<file path="src/rtl/strela_pkg.sv">
// Shared types for the STRELA register-bus driver: command ops, queued command,
// driver FSM states, register-bus request/response and the POLL compare helper.
package strela_pkg;

  typedef enum logic [1:0] {
    OP_WRITE = 2'd0,
    OP_READ  = 2'd1,
    OP_POLL  = 2'd2,
    OP_RSVD  = 2'd3
  } strela_reg_op_e;

  typedef struct packed {
    strela_reg_op_e op;
    logic [31:0]    addr;
    logic [31:0]    wdata;
    logic [31:0]    mask;
  } strela_reg_cmd_t;

  typedef enum logic [1:0] {
    DRV_IDLE  = 2'd0,
    DRV_ISSUE = 2'd1,
    DRV_GAP   = 2'd2,
    DRV_DONE  = 2'd3
  } strela_drv_state_e;

  typedef struct packed {
    logic        valid;
    logic [31:0] addr;
    logic        write;
    logic [31:0] wdata;
    logic [3:0]  wstrb;
  } reg_req_t;

  typedef struct packed {
    logic        ready;
    logic [31:0] rdata;
    logic        error;
  } reg_rsp_t;

  // Only bits set in mask take part in the compare; mask 0 always matches.
  function automatic logic poll_match(input logic [31:0] rdata,
                                      input logic [31:0] expected,
                                      input logic [31:0] mask);
    return ((rdata ^ expected) & mask) == 32'h0;
  endfunction

endpackage

</file>
<file path="src/rtl/strela_reg_driver_if.sv">
// Register-bus link between the STRELA driver (master) and the MMIO register file (slave).
// A transfer completes on a cycle with req.valid && rsp.ready; the master holds req stable until then.
interface strela_reg_driver_if;
  import strela_pkg::*;

  reg_req_t req;
  reg_rsp_t rsp;

  modport master (output req, input rsp);
  modport slave  (input req, output rsp);

endinterface

</file>
<file path="src/rtl/strela_cmd_fifo.sv">
// Command queue of strela_reg_cmd_t entries; no pass-through, flush empties the queue
// and drops any push in the same cycle.
module strela_cmd_fifo
  import strela_pkg::*;
#(
  parameter int DEPTH = 4
) (
  input  logic            clk_i,
  input  logic            rst_i,
  input  logic            push_i,
  input  strela_reg_cmd_t din_i,
  input  logic            pop_i,
  input  logic            flush_i,
  output strela_reg_cmd_t dout_o,
  output logic            full_o,
  output logic            empty_o
);

  localparam int AW = $clog2(DEPTH);
  localparam logic [AW:0] PTR_ONE = 1;

  strela_reg_cmd_t mem_q [DEPTH];
  strela_reg_cmd_t mem_d [DEPTH];
  logic [AW:0]     wptr_q, wptr_d;
  logic [AW:0]     rptr_q, rptr_d;

  // Extra pointer bit distinguishes full from empty when the indices coincide.
  assign empty_o = (wptr_q == rptr_q);
  assign full_o  = (wptr_q[AW] != rptr_q[AW]) && (wptr_q[AW-1:0] == rptr_q[AW-1:0]);
  assign dout_o  = mem_q[rptr_q[AW-1:0]];

  always_comb begin
    mem_d  = mem_q;
    wptr_d = wptr_q;
    rptr_d = rptr_q;
    if (flush_i) begin
      rptr_d = wptr_q;
    end else begin
      if (push_i && !full_o) begin
        mem_d[wptr_q[AW-1:0]] = din_i;
        wptr_d = wptr_q + PTR_ONE;
      end
      if (pop_i && !empty_o) begin
        rptr_d = rptr_q + PTR_ONE;
      end
    end
  end

  always_ff @(posedge clk_i or posedge rst_i) begin
    if (rst_i) begin
      wptr_q <= '0;
      rptr_q <= '0;
      for (int i = 0; i < DEPTH; i++) mem_q[i] <= '0;
    end else begin
      wptr_q <= wptr_d;
      rptr_q <= rptr_d;
      mem_q  <= mem_d;
    end
  end

endmodule

</file>
<file path="src/rtl/strela_reg_driver.sv">
// STRELA register-bus initiator: queues WRITE/READ/POLL commands and issues them one at a time.
// Define STRELA_REG_DRIVER_ERR_ABORT_EN to flush the queue when a command completes with a bus error.
module strela_reg_driver
  import strela_pkg::*;
#(
  parameter int FIFO_DEPTH   = 4,
  parameter int POLL_TIMEOUT = 1024
) (
  input  logic                clk_i,
  input  logic                rst_i,
  input  logic                cmd_valid_i,
  output logic                cmd_ready_o,
  input  logic [1:0]          cmd_op_i,
  input  logic [31:0]         cmd_addr_i,
  input  logic [31:0]         cmd_wdata_i,
  input  logic [31:0]         cmd_mask_i,
  output logic                rsp_valid_o,
  output logic [31:0]         rsp_rdata_o,
  output logic                rsp_error_o,
  output logic                rsp_timeout_o,
  output logic                busy_o,
  strela_reg_driver_if.master reg_if,
  output strela_drv_state_e   dbg_state_o
);

  localparam int PCW = (POLL_TIMEOUT > 0) ? $clog2(POLL_TIMEOUT + 1) : 1;
  localparam logic [PCW-1:0] POLL_ONE = 1;
  localparam logic [PCW-1:0] POLL_LIM = PCW'(POLL_TIMEOUT);

  strela_drv_state_e state_q, state_d;
  strela_reg_cmd_t   cmd_q, cmd_d, cmd_in, fifo_dout;
  logic [PCW-1:0]    poll_cnt_q, poll_cnt_d, poll_nxt;
  logic [31:0]       rsp_rdata_q, rsp_rdata_d;
  logic              rsp_error_q, rsp_error_d;
  logic              rsp_timeout_q, rsp_timeout_d;
  logic              fifo_full, fifo_empty, fifo_push, fifo_pop, fifo_flush;
  logic              poll_hit, poll_at_limit;

  assign cmd_in = '{op: strela_reg_op_e'(cmd_op_i), addr: cmd_addr_i,
                    wdata: cmd_wdata_i, mask: cmd_mask_i};

  assign cmd_ready_o = !fifo_full;
  assign fifo_push   = cmd_valid_i && !fifo_full;
  assign fifo_pop    = (state_q == DRV_IDLE) && !fifo_empty;

`ifdef STRELA_REG_DRIVER_ERR_ABORT_EN
  assign fifo_flush = (state_q == DRV_DONE) && rsp_error_q;
`else
  assign fifo_flush = 1'b0;
`endif

  strela_cmd_fifo #(.DEPTH(FIFO_DEPTH)) u_cmd_fifo (
    .clk_i   (clk_i),
    .rst_i   (rst_i),
    .push_i  (fifo_push),
    .din_i   (cmd_in),
    .pop_i   (fifo_pop),
    .flush_i (fifo_flush),
    .dout_o  (fifo_dout),
    .full_o  (fifo_full),
    .empty_o (fifo_empty)
  );

  assign reg_if.req.valid = (state_q == DRV_ISSUE);
  assign reg_if.req.addr  = cmd_q.addr;
  assign reg_if.req.write = (cmd_q.op == OP_WRITE);
  assign reg_if.req.wdata = cmd_q.wdata;
  assign reg_if.req.wstrb = (cmd_q.op == OP_WRITE) ? 4'hF : 4'h0;

  assign poll_hit      = poll_match(reg_if.rsp.rdata, cmd_q.wdata, cmd_q.mask);
  assign poll_nxt      = (poll_cnt_q == '1) ? poll_cnt_q : poll_cnt_q + POLL_ONE;
  assign poll_at_limit = (POLL_TIMEOUT != 0) && (poll_nxt == POLL_LIM);

  always_comb begin
    state_d       = state_q;
    cmd_d         = cmd_q;
    poll_cnt_d    = poll_cnt_q;
    rsp_rdata_d   = rsp_rdata_q;
    rsp_error_d   = rsp_error_q;
    rsp_timeout_d = rsp_timeout_q;
    unique case (state_q)
      DRV_IDLE: begin
        if (!fifo_empty) begin
          cmd_d      = fifo_dout;
          poll_cnt_d = '0;
          state_d    = DRV_ISSUE;
        end
      end
      DRV_ISSUE: begin
        if (reg_if.rsp.ready) begin
          // Response registers only change on the completing access so rsp_* holds between commands.
          if (cmd_q.op != OP_POLL || reg_if.rsp.error || poll_hit || poll_at_limit) begin
            rsp_rdata_d   = (cmd_q.op == OP_WRITE) ? 32'h0 : reg_if.rsp.rdata;
            rsp_error_d   = reg_if.rsp.error;
            rsp_timeout_d = (cmd_q.op == OP_POLL) && !reg_if.rsp.error && !poll_hit;
            state_d       = DRV_DONE;
          end else begin
            if (POLL_TIMEOUT != 0) poll_cnt_d = poll_nxt;
            state_d = DRV_GAP;
          end
        end
      end
      DRV_GAP:  state_d = DRV_ISSUE;
      DRV_DONE: state_d = DRV_IDLE;
      default:  state_d = DRV_IDLE;
    endcase
  end

  always_ff @(posedge clk_i or posedge rst_i) begin
    if (rst_i) begin
      state_q       <= DRV_IDLE;
      cmd_q         <= '0;
      poll_cnt_q    <= '0;
      rsp_rdata_q   <= '0;
      rsp_error_q   <= 1'b0;
      rsp_timeout_q <= 1'b0;
    end else begin
      state_q       <= state_d;
      cmd_q         <= cmd_d;
      poll_cnt_q    <= poll_cnt_d;
      rsp_rdata_q   <= rsp_rdata_d;
      rsp_error_q   <= rsp_error_d;
      rsp_timeout_q <= rsp_timeout_d;
    end
  end

  assign rsp_valid_o   = (state_q == DRV_DONE);
  assign rsp_rdata_o   = rsp_rdata_q;
  assign rsp_error_o   = rsp_error_q;
  assign rsp_timeout_o = rsp_timeout_q;
  assign busy_o        = !fifo_empty || (state_q != DRV_IDLE);
  assign dbg_state_o   = state_q;

endmodule

</file>
<file path="src/flat_wrapper.sv">
// flat-port wrapper written by rule: the top's interface ports become plain ports
module strela_reg_driver_flat import strela_pkg::*;
#(
  parameter int FIFO_DEPTH   = 4,
  parameter int POLL_TIMEOUT = 1024
)
  (clk_i, rst_i, cmd_valid_i, cmd_ready_o, cmd_op_i, cmd_addr_i, cmd_wdata_i, cmd_mask_i, rsp_valid_o, rsp_rdata_o, rsp_error_o, rsp_timeout_o, busy_o, dbg_state_o, reg_if_req, reg_if_rsp);
  strela_reg_driver_if reg_if_i ();
  input  logic clk_i;
  input  logic rst_i;
  input  logic cmd_valid_i;
  output logic cmd_ready_o;
  input  logic [1:0] cmd_op_i;
  input  logic [31:0] cmd_addr_i;
  input  logic [31:0] cmd_wdata_i;
  input  logic [31:0] cmd_mask_i;
  output logic rsp_valid_o;
  output logic [31:0] rsp_rdata_o;
  output logic rsp_error_o;
  output logic rsp_timeout_o;
  output logic busy_o;
  output strela_drv_state_e dbg_state_o;
  output wire logic [$bits(reg_if_i.req)-1:0] reg_if_req;
  input wire logic [$bits(reg_if_i.rsp)-1:0] reg_if_rsp;
  assign reg_if_req = reg_if_i.req;
  assign reg_if_i.rsp = reg_if_rsp;
  strela_reg_driver #(.FIFO_DEPTH(FIFO_DEPTH), .POLL_TIMEOUT(POLL_TIMEOUT)) u_core (.clk_i(clk_i), .rst_i(rst_i), .cmd_valid_i(cmd_valid_i), .cmd_ready_o(cmd_ready_o), .cmd_op_i(cmd_op_i), .cmd_addr_i(cmd_addr_i), .cmd_wdata_i(cmd_wdata_i), .cmd_mask_i(cmd_mask_i), .rsp_valid_o(rsp_valid_o), .rsp_rdata_o(rsp_rdata_o), .rsp_error_o(rsp_error_o), .rsp_timeout_o(rsp_timeout_o), .busy_o(busy_o), .reg_if(reg_if_i), .dbg_state_o(dbg_state_o));
endmodule
</file>
<file path="config.mk">
export PLATFORM = sky130hd
export DESIGN_NAME = strela_reg_driver_flat
export DESIGN_NICKNAME = d
export VERILOG_FILES = /design/src/rtl/strela_pkg.sv /design/src/rtl/strela_reg_driver_if.sv /design/src/rtl/strela_cmd_fifo.sv /design/src/rtl/strela_reg_driver.sv /design/src/flat_wrapper.sv
export SDC_FILE = /design/constraint.sdc
export NUM_CORES = 1
export LEC_CHECK = 0
export ABC_CLOCK_PERIOD_IN_PS = 51100
export CAP_MARGIN = 20
export CORE_ASPECT_RATIO = 0.5
export CORE_MARGIN = 5
export CORE_UTILIZATION = 55
export CTS_BUF_LIST = sky130_fd_sc_hd__clkbuf_8
export CTS_CLUSTER_SIZE = 25
export DETAILED_ROUTE_END_ITERATION = 16
export GPL_TIMING_DRIVEN = 0
export HOLD_SLACK_MARGIN = 0.1
export PLACE_DENSITY_LB_ADDON = 0.12
export SYNTH_ARGS = -nofsm -noshare
export SYNTH_HDL_FRONTEND = slang
export SYNTH_SLANG_ARGS = --single-unit
export TNS_END_PERCENT = 50
</file>
<file path="constraint.sdc">
create_clock -name clk_i -period 51.1 [get_ports clk_i]
set_clock_uncertainty 0.2 [all_clocks]
set_input_delay 10.22 -clock clk_i [delete_from_list [all_inputs] [get_ports clk_i]]
set_output_delay 10.22 -clock clk_i [all_outputs]
set_load 0.01 [all_outputs]
</file>
==> out/qor.txt <==
Initial Utilization: 55.4%
Post-route minimum period: 13.30 ns
CP most frequent cell: clkbuf_1
Via count of the routed design: 14,500
Worst R2R Start: u_core.u_cmd_fifo.rptr_q[1]
Clk sinks: 543
Status: finished, final reports clean
Power per cell area: 66.7 nW/um^2
Synth Area in Simple Gates: 4.21%
Reg2reg end: u_core.u_cmd_fifo.mem_q[294]
Post-cts sizing count: 0
Seq cells post-synth: 543
Grt total ovfl: 0
Largest net degree at the start of global routing: 119
Critical Path Max Stage Delay: 0.52 ns
Largest family of logic cells by synthesized area: multiplexers
Vias in the first global route: 15,400
Worst slew pin tran: 0.968 ns
Leak pwr: 0.0126 uW
Seq/Total Area, Yosys: 56.5%
Worst setup EP type: output pin
Fmax: 75.2 MHz
CTS tree: done
Adder-Cell Fraction of Synth Area: 0.312%
XOR/XNOR share of the synthesized area: 1.49%
R2R cell count: 10
H-tree Lvls: 3
Initial DRT Pass Iterations: 5
Compound-cell area share of the yosys netlist: 2.36%
MaxCap Viol Count: 0
Async SR Flop Fraction: 100%
Full die area: 48,200 sq um
Share of the synthesized area in the top cell type: 56.5%
Clk slew on worst S/H paths: 0.07 ns
Area growth, synth to finish: 20.3%
Gate power share: 42.5%
Total power draw: 1930 uW
Max-Slew Margin vs Limit: 35.5%
Slowest stage cell on the critical path: clkbuf_1
CTS buffer count: 76
Max IR drop VDD: 28.0 uV
Setup Total Neg Slack: 0 ns
Tcrit/Tclk final: 26.0%
Final hold violations: 0
Post-CTS setup buffer count: 0
Synth Net Count: 1,784
Reg power frac: 39.5%
Critical path, cell by cell: or2_2 -> clkbuf_1 -> clkbuf_1 -> inv_1 -> buf_4 -> clkdlybuf4s50_1
Post-Syn Area: 24,000 sq um
Total track usage: 24.1%
Biggest fanout along the worst timing path: 10
Final setup fails: 0
Type of origin of the critical path: flop
# nets final: 2,111
Unrepaired setup endpoints after global routing: no
Yosys warns: 0
Layout cell share with drive strength beyond 1: 40.2%
Chip height: 158 um
Syn Area/Cell: 14.6 sq um
Int Pwr: 1300 uW
Synth cell count leaders: dfrtp_1 (543), mux2_2 (459), nand2_1 (186)
Core Region: 43,400 sq um
GP Congestion: 0.861
Critical Path RT: 40.68 ns
Flop2flop setup slack: 47.53 ns
Ports: 244
Post-synth cell types: 48
Routed WL: 57,400 um
Setup crit end: reg_if_req[2]
Initial antenna violation count: 1
Hold crit path type: flop to flop
Most instantiated library cell after synthesis: dfrtp_1
DP HPWL: 40,000 um
Die X: 306 um
WL/cell: 21.9 um
Psw: 623 uW
Sw frac: 32.3%
Critical path class: flop to output pin
Clk pwr share: 18.0%
Drt via density: 5.56
Clock latency on the worst-skew pair: 0.64 ns
Worst setup path start: u_core.cmd_q[96]
Final Slew Violations: 0
Critical path arrival: 2.88 ns
Iter 0 DRT Violations: 1,006
Area contributors post-synth: dfrtp_1 (57%), mux2_2 (22%), mux4_2 (9.2%), nand2_1 (2.9%), buf_4 (2.2%)
Clk buf depth: 3
First-pass GRT wire length: 89,800 um
Post-synth EDFFs: 0
Detail Route Antenna Nets: 0
Leading area contributor after synthesis: dfrtp_1
Mux cell area share after synthesis: 30.9%
FP Rows: 54
Root Buffer: clkbuf_8
Post-Synthesis Cells: 1,643
Dominant synthesized flop cell: dfrtp_1
Buffers on Ports: 243
Cts hold-fix bufs: 0
DRC viols: 0
## placed cells by master, fill, tap and decap left out, drive strengths merged, types with 2 or more instances in the layout
master | synthesis | routed
clkinv | 0 | 6
clkdlybuf4s50 | 0 | 243
mux2 | 460 | 460
inv | 8 | 31
nor3 | 3 | 3
o211ai | 2 | 2
nand2 | 186 | 186
a311oi | 3 | 3
and2 | 4 | 4
nand2b | 4 | 4
nand4 | 5 | 5
nand3 | 7 | 7
ha | 6 | 6
and3 | 7 | 7
xor2 | 36 | 36
xnor2 | 5 | 5
buf | 136 | 142
dfrtp | 543 | 543
mux2i | 3 | 3
diode | 0 | 3
mux4 | 98 | 98
o31ai | 2 | 2
nor2 | 13 | 13
a41o | 2 | 2
a22oi | 16 | 16
clkinvlp | 0 | 3
and4 | 4 | 4
o21ai | 36 | 36
or2 | 3 | 3
a21oi | 8 | 8
clkbuf | 28 | 129
a31oi | 5 | 5
## through the flow
stage / setup slack (ns) / area [sq um] / std cells / hold slack [ns] / utilization (%)
floorplan: 25.50 / 24000 / 1643 / 0.247 / -
global placement: 18.74 / 27200 / 2474 / 0.263 / 62.7
detailed placement: 37.54 / 27300 / 2479 / 0.263 / 63.0
CTS: 37.71 / 28900 / 2613 / 0.277 / 66.6
global route: 37.58 / 28900 / 2615 / 0.294 / 66.7
finish: 37.80 / 28900 / 2617 / 0.274 / 66.7
## power by group through the flow
stage	logic, uW	registers, uW	clock network, uW
2_1_floorplan	584	733	0
3_3_place_gp	807	762	0
3_5_place_dp	825	766	0
4_1_cts	827	759	356
5_1_grt	885	784	376
6_report	820	761	347
## how the worst min path moves through the flow
stage / start / endpoint / slack [ns] / cells past startpoint
final: u_core.rsp_rdata_o[9] / u_core.rsp_rdata_o[9] / 0.27 / 2
after global routing: u_core.reg_if.req[43] / u_core.reg_if.req[43] / 0.29 / 2
after detailed placement: u_core.reg_if.req[52] / u_core.reg_if.req[52] / 0.26 / 2
after global placement: u_core.rsp_rdata_o[12] / u_core.rsp_rdata_o[12] / 0.26 / 2
after floorplan: u_core.reg_if.req[37] / u_core.reg_if.req[37] / 0.25 / 2
after CTS: u_core.rsp_rdata_o[9] / u_core.rsp_rdata_o[9] / 0.28 / 2
## cell families after synthesis
logic type	count (synthesis)
mux	561
flops	543
simple gates	238
buf+inv	172
compound gates	82
xor+xnor	41
fa+ha+maj	6
## layout make-up
type | instances | area (sq um)
antenna | 3 | 7.51
inverter | 8 | 37.5
clock buffer | 101 | 1390
buffer | 164 | 986
multi-input combinational | 928 | 9430
tap | 588 | 736
timing repair buffer | 249 | 2560
fill | 3272 | 14500
sequential | 543 | 13600
clock inverter | 33 | 176
## metal layers
layer	share of wire [%]	up-vias	global-route usage [%]
met2	49	328	40.2
met1	44	7628	33.3
met5	0	-	0
met3	5.1	89	4.92
li1	-	6495	-
met4	2.2	0	6.11
## worst max-delay path: cells and delay by family, from the launching register on
kind | cells | cell delay [ns]
buffers and inverters | 5 | 1.76
DFF | 1 | 0.37
and+or+nand+nor | 1 | 0.12
## flip-flops by register name, indices dropped and copies added, names as in the netlist
name	count
u_core.poll_cnt_q	11
u_core.rsp_error_o	1
u_core.cmd_q	34
u_core.rsp_timeout_o	1
u_core.reg_if.req	64
u_core.u_cmd_fifo.wptr_q	3
u_core.dbg_state_o	2
u_core.rsp_rdata_o	32
u_core.u_cmd_fifo.rptr_q	3
u_core.u_cmd_fifo.mem_q	392
No activity file was read; power rests on OpenSTA's default activity.
